**src/rtl/clk_gen_pkg.sv**
```systemverilog
// Shared types for the programmable derived-clock generator.
// Holds the FSM encoding, the config bundle and the zero-count clamp.
package clk_gen_pkg;

  localparam int unsigned CNT_W_DEF = 8;

  typedef enum logic [1:0] {
    IDLE  = 2'd0,
    PHASE = 2'd1,
    HIGH  = 2'd2,
    LOW   = 2'd3
  } state_e;

  typedef struct packed {
    logic [CNT_W_DEF-1:0] phase;
    logic [CNT_W_DEF-1:0] ton;
    logic [CNT_W_DEF-1:0] toff;
  } cfg_t;

  function automatic logic [CNT_W_DEF-1:0] clamp1(
    input logic [CNT_W_DEF-1:0] v
  );
    return (v == '0) ? CNT_W_DEF'(1) : v;
  endfunction

endpackage

```
**src/rtl/clk_gen_cfg_shadow.sv**
```systemverilog
// Active/shadow config registers with valid/ready intake.
// Shadow contents move to active only at a period boundary or in IDLE.
module clk_gen_cfg_shadow
  import clk_gen_pkg::*;
#(
  parameter cfg_t RST_CFG = '0
) (
  input  logic clk,
  input  logic rst_n,
  input  logic idle_i,
  input  logic boundary_i,
  input  logic cfg_valid_i,
  input  cfg_t cfg_i,
  output logic cfg_ready_o,
  output logic cfg_pending_o,
  output cfg_t next_o
);

  cfg_t active_q, active_d;
  cfg_t shadow_q, shadow_d;
  logic pending_q, pending_d;
  logic acc;

  assign cfg_ready_o   = idle_i | ~pending_q;
  assign acc           = cfg_valid_i & cfg_ready_o;
  assign cfg_pending_o = pending_q;
  assign next_o        = active_d;

  always_comb begin
    active_d  = active_q;
    shadow_d  = shadow_q;
    pending_d = pending_q;
    if (idle_i) begin
      // a word left over from an aborted run still takes effect
      if (acc) active_d = cfg_i;
      else if (pending_q) active_d = shadow_q;
      pending_d = 1'b0;
    end else begin
      if (boundary_i && pending_q) begin
        active_d  = shadow_q;
        pending_d = 1'b0;
      end
      if (acc) begin
        shadow_d  = cfg_i;
        pending_d = 1'b1;
      end
    end
  end

  always_ff @(posedge clk or negedge rst_n) begin
    if (!rst_n) begin
      active_q  <= RST_CFG;
      shadow_q  <= '0;
      pending_q <= 1'b0;
    end else begin
      active_q  <= active_d;
      shadow_q  <= shadow_d;
      pending_q <= pending_d;
    end
  end

endmodule

```
**src/rtl/clk_gen_ctrl.sv**
```systemverilog
// Derived-clock generator: phase / high / low down-counter FSM.
// All outputs are registered from next-state so gen_clk is glitch-free.
module clk_gen_ctrl
  import clk_gen_pkg::*;
#(
  parameter int unsigned CNT_W     = CNT_W_DEF,
  parameter int unsigned RST_PHASE = 0,
  parameter int unsigned RST_TON   = 5,
  parameter int unsigned RST_TOFF  = 5
) (
  input  logic             clk,
  input  logic             rst_n,
  input  logic             en,
  input  logic             cfg_valid,
  output logic             cfg_ready,
  input  logic [CNT_W-1:0] cfg_phase,
  input  logic [CNT_W-1:0] cfg_ton,
  input  logic [CNT_W-1:0] cfg_toff,
  output logic             gen_clk,
  output logic             busy,
  output logic             period_done,
  output logic             cfg_pending
);

  localparam cfg_t RST_CFG = '{
    phase: CNT_W_DEF'(RST_PHASE),
    ton:   CNT_W_DEF'(RST_TON),
    toff:  CNT_W_DEF'(RST_TOFF)
  };

  state_e           state_q, state_d;
  logic [CNT_W-1:0] cnt_q, cnt_d;
  logic             gen_q, busy_q, pd_q;
  logic             boundary;
  cfg_t             cfg_in, cfg_nxt;

  assign cfg_in = '{
    phase: CNT_W_DEF'(cfg_phase),
    ton:   CNT_W_DEF'(cfg_ton),
    toff:  CNT_W_DEF'(cfg_toff)
  };

  assign boundary = (state_q == LOW) && (cnt_q == '0);

  clk_gen_cfg_shadow #(
    .RST_CFG(RST_CFG)
  ) u_shadow (
    .clk          (clk),
    .rst_n        (rst_n),
    .idle_i       (state_q == IDLE),
    .boundary_i   (boundary),
    .cfg_valid_i  (cfg_valid),
    .cfg_i        (cfg_in),
    .cfg_ready_o  (cfg_ready),
    .cfg_pending_o(cfg_pending),
    .next_o       (cfg_nxt)
  );

  always_comb begin
    state_d = state_q;
    cnt_d   = cnt_q;
    unique case (state_q)
      IDLE: begin
        if (en) begin
          if (cfg_nxt.phase == '0) begin
            state_d = HIGH;
            cnt_d   = CNT_W'(clamp1(cfg_nxt.ton) - 1'b1);
          end else begin
            state_d = PHASE;
            cnt_d   = CNT_W'(cfg_nxt.phase - 1'b1);
          end
        end
      end
      PHASE: begin
        if (!en) begin
          state_d = IDLE;
          cnt_d   = '0;
        end else if (cnt_q == '0) begin
          state_d = HIGH;
          cnt_d   = CNT_W'(clamp1(cfg_nxt.ton) - 1'b1);
        end else begin
          cnt_d = cnt_q - 1'b1;
        end
      end
      HIGH: begin
        if (cnt_q == '0) begin
          state_d = LOW;
          cnt_d   = CNT_W'(clamp1(cfg_nxt.toff) - 1'b1);
        end else begin
          cnt_d = cnt_q - 1'b1;
        end
      end
      LOW: begin
        // phase is applied only when leaving IDLE
        if (cnt_q == '0) begin
          if (en) begin
            state_d = HIGH;
            cnt_d   = CNT_W'(clamp1(cfg_nxt.ton) - 1'b1);
          end else begin
            state_d = IDLE;
            cnt_d   = '0;
          end
        end else begin
          cnt_d = cnt_q - 1'b1;
        end
      end
      default: begin
        state_d = IDLE;
        cnt_d   = '0;
      end
    endcase
  end

  always_ff @(posedge clk or negedge rst_n) begin
    if (!rst_n) begin
      state_q <= IDLE;
      cnt_q   <= '0;
      gen_q   <= 1'b0;
      busy_q  <= 1'b0;
      pd_q    <= 1'b0;
    end else begin
      state_q <= state_d;
      cnt_q   <= cnt_d;
      gen_q   <= (state_d == HIGH);
      busy_q  <= (state_d != IDLE);
      pd_q    <= (state_d == LOW) && (cnt_d == '0);
    end
  end

  assign gen_clk     = gen_q;
  assign busy        = busy_q;
  assign period_done = pd_q;

endmodule

```
**config.mk**
```make
export PLATFORM = sky130hd
export DESIGN_NAME = clk_gen_ctrl
export DESIGN_NICKNAME = d
export VERILOG_FILES = /design/src/rtl/clk_gen_pkg.sv /design/src/rtl/clk_gen_cfg_shadow.sv /design/src/rtl/clk_gen_ctrl.sv
export SDC_FILE = /design/constraint.sdc
export NUM_CORES = 1
export LEC_CHECK = 0
export CAP_MARGIN = 10
export CORE_ASPECT_RATIO = 1.75
export CORE_UTILIZATION = 30
export CTS_CLUSTER_SIZE = 10
export DETAILED_ROUTE_END_ITERATION = 8
export PLACE_DENSITY_LB_ADDON = 0.3
export SYNTH_ARGS = -nofsm -noshare
export SYNTH_HDL_FRONTEND = slang
export SYNTH_SLANG_ARGS = --single-unit
```
**constraint.sdc**
```tcl
create_clock -name clk -period 7 [get_ports clk]
set_input_delay 1.4 -clock clk [delete_from_list [all_inputs] [get_ports clk]]
set_output_delay 1.4 -clock clk [all_outputs]
set_load 0.02 [all_outputs]
```
==> qor_table.md <==
| Quantity | Reported |
|:---|:---|
| Full die area | 0.01551 mm2 |
| Die Y | 164.0 um |
| Setup repair after global routing missed its margin | false |
| Flop pwr share | 0.274 |
| Largest net degree at the start of global routing | 63 |
| Startpoint Class | primary input |
| Number of cell rows | 58 |
| Overflow left after global routing | 0 |
| Total of hold buffers inserted after clock tree synthesis | 0 |
| Clock slew at the register clock pins of the worst setup and hold paths | 60 ps |
| DRC marker count from the first detailed-route iteration | 260 |
| Seq cells post-synth | 62 |
| Internal power | 0.001480 W |
| Pre-antenna DRT Iters | 4 |
| Layout cell share with drive strength beyond 1 | 0.1647 |
| Outcome | complete, no violations |
| Post-CTS Setup Bufs | 0 |
| Pwr/cell area | 522.0 mW/mm2 |
| Clock tree from TritonCTS | built |
| Worst min-delay path class | reg2reg |
| Setup Slack @ Placement | 1807 ps |
| Instance count after placement with tap cells included | 674 |
| Top flip-flop cell by instance count after synthesis | dfrtp_1 |
| Hold violation total from the final report | 0 |
| Count of buffering cells on the critical path with inverters included | 3 |
| Part of the power in the clock network | 0.177 |
| CP Cell Sequence | buf_2 -> clkinv_1 -> a31o_2 -> a221oi_2 -> or4b_4 -> inv_1 -> a21oi_1 -> ha_1 -> nand2_1 -> nor3_1 -> xnor2_1 -> a311oi_1 -> or3_1 -> nor4_2 |
| Number of buffers inserted during clock tree synthesis | 9 |
| Wirelength per Cell | 20.73 um |
| Setup violation total in the final timing report | 0 |
| Overall routing resource usage | 0.1958 |
| Master cell of the clock root buffer | clkbuf_16 |
| Placed standard-cell area | 0.004938 mm2 |
| Net count, final | 538 |
| Final count of pins violating max slew | 0 |
| Area added between synthesis and finish | 17.00% |
| Area used by multi-input combinational logic | 0.002729 mm2 |
| Net switching power figure | 0.001267 W |
| Crit Path Category | in2reg |
| Critical-path top delay cell | buf_2 |
| Share of Yosys cell area claimed by the top area cell type | 0.3227 |
| Cell type with the highest aggregate area in the netlist | dfrtp_1 |
| Placer's final routability congestion estimate | 0.9144 |
| Top-Level Pins | 33 |
| Wire length of the first global-routing pass | 22,850 um |
| Total negative slack for setup checks | 0 ps |
| Total DRC errors in the routed layout | 0 |
| Clock latency on the worst-skew pair | 330 ps |
| Number of standard cells in the layout, taps in and fillers out | 690 |
| Highest Clock Rate | 204.2 MHz |
| H-tree depth | 3 |
| Lkg Pwr | 2.091 nW |
| Synthesis warning total | 0 |
| Antenna Diode Count | 0 |
| Share of synthesized area occupied by flip-flops and latches | 0.3460 |
| Clock sink count | 62 |
| Required time reported for the critical path endpoint | 7240 ps |
| Maximum vdd drop | 153.3 uV |
| Comb pwr share | 0.549 |
| Detail Route Antenna Nets | 0 |
| Mean post-synth cell area | 9.198 um2 |
| Fin Clk Skew | 5.629 ps |
| Netlist area before placement | 0.004498 mm2 |
| Number of fill cells in the layout | 1,487 |
| Actual slew at the worst max-slew pin | 952.3 ps |
| Effective utilization at floorplan | 0.3099 |
| Dominant cells by area after synthesis | dfrtp_1 (32%), mux2_2 (6.5%), mux2i_1 (6.5%) |
| Final period demand of the worst path | 4898 ps |
| Area of all placed cells without fillers | 0.005263 mm2 |
| Synthesized instance count | 489 |
| Final critical-path share of the clock period | 0.6997 |
| Initial antenna violation count | 0 |
| Synth unique cells | 75 |
| Longest Clk Path Bufs | 2 |
| Estimated wirelength of the detail-placed design | 10,380 um |
| Vias in the first global route | 4,228 |
| Synth async-reset ratio | 1.000 |
| Synthesized Nets | 522 |
| Resize count post-CTS | 0 |
| Fraction of power spent switching nets | 0.4613 |
| Port-buffer cells | 32 |
| CP Capture Type | register |
| FF/Latch Area | 0.001558 mm2 |
| Via count | 4,044 |
| Number of flops mapped to enable cells by yosys | 0 |
| Worst Slack Setup Final | 2102 ps |
| Category of cells accounting for the largest share of critical-path delay | buffers and inverters |
| Delay of the slowest cell on the worst path | 660 ps |
| Via-to-Cell Ratio | 5.861 |
| Core outline area | 0.01451 mm2 |
| Horizontal die dimension | 94.56 um |
| CP Max Fanout | 53 |
| Maxcap violations | 0 |
| Arr. time, crit path | 5140 ps |
| DRT Wirelength | 14,300 um |
| Relative slew slack | 0.3652 |
-- layout by cell type (no fill, tap or decap), types with 5 or more instances in the layout --
master	instances
nand3_1	7
dfrtp_1	57
o31ai_1	7
o21ai_0	15
clkdlybuf4s50_1	30
nand2b_1	6
buf_4	7
a311oi_1	5
o211ai_1	17
mux2_2	26
a211oi_1	5
mux2i_1	29
or4_1	13
nor3_1	12
xor2_1	7
o311a_1	8
clkbuf_16	9
xnor2_1	7
nand2_1	44
nor3b_1	7
inv_1	16
nor4_1	12
o22ai_1	6
a21oi_1	21
nor2_1	38
ha_1	5
-- kinds of logic after synthesis --
kind of cell	synth area share
buffers and inverters	0.05007
and+or+nand+nor	0.2242
DFF	0.3460
AOI/OAI and AO/OA	0.2089
adders and majority gates	0.01391
xor gates and xnor gates	0.02726
muxes	0.1296
-- state kept, by name, indices dropped and copies added (netlist names) --
signal / cells
gen_clk: 1
cnt_q: 8
u_shadow.shadow_q: 24
state_q: 2
busy: 1
u_shadow.cfg_pending_o: 1
period_done: 1
u_shadow.active_q: 24
-- power by group through the flow --
stage               registers, W  logic (W)  clock network, W
finish                  0.000752    0.00151          0.000485
floorplan               0.000687    0.00111                 0
detailed placement      0.000754    0.00150                 0
global route            0.000781    0.00164          0.000508
CTS                     0.000748    0.00151          0.000494
global placement        0.000743    0.00149                 0
-- layer usage --
metal	track usage	part of all wire	wire (um)	vias to the layer above
met5	0	0	0	-
met4	0.1088	0.046	663	0
met3	0.02870	0.032	458	37
met2	0.3547	0.55	7803	119
met1	0.2134	0.38	5375	2002
li1	-	-	-	1886
-- final timing paths --
check,start,cells after the start,to,slack [ps]
worst max-delay path,cfg_valid,14,period_done,2100
worst min-delay path,u_shadow.shadow_q[20],1,u_shadow.shadow_q[20],530
worst max register to register,cnt_q[0],15,period_done,2410
worst min register to register,u_shadow.shadow_q[20],1,u_shadow.shadow_q[20],530
max in group asynchronous,rst_n,2,u_shadow.cfg_pending_o,5130
min in group asynchronous,rst_n,2,u_shadow.shadow_q[0],1240
-- synth_stat cells (all sizes together), types with 3 or more instances --
library cell and n:
nor2 42, a311oi 5, o21bai 3, o211a 3, a211oi 5, nand3 7, o221a 3, o311ai 3
nand2 44, o311a 10, xor2 7, nor3b 7, clkbuf 17, or2 3, a21oi 21, nor4b 6
xnor2 7, dfstp 4, nand2b 6, nor3 15, mux2 26, nand4 4, o211ai 17, buf 17
a31oi 4, ha 5, inv 16, o22ai 7, o31ai 7, and3 3, o21ai 17, or3 5
mux2i 29, dfrtp 58, nor4 13, or4 13
-- per-stage QoR --
stage / utilization / power (W) / hold slack (ps)
final: 0.3626 / 0.002747 / 534.0
after detailed placement: 0.3403 / 0.002254 / 530.7
after floorplan: - / 0.001802 / 494.9
after global placement: 0.3403 / 0.002232 / 509.0
after CTS: 0.3626 / 0.002754 / 543.7
after global routing: 0.3626 / 0.002930 / 555.1
-- area by class of cell --
| cell class | instances | share of cell area |
|---|---|---|
| Sequential cell | 62 | 0.2960 |
| Inverter | 17 | 0.01213 |
| Tap cell | 180 | 0.04280 |
| Clock buffer | 10 | 0.04541 |
| Timing Repair Buffer | 39 | 0.06895 |
| Multi-Input combinational cell | 376 | 0.5185 |
| Clock inverter | 6 | 0.01617 |
Power figures use the tool's default switching activity.
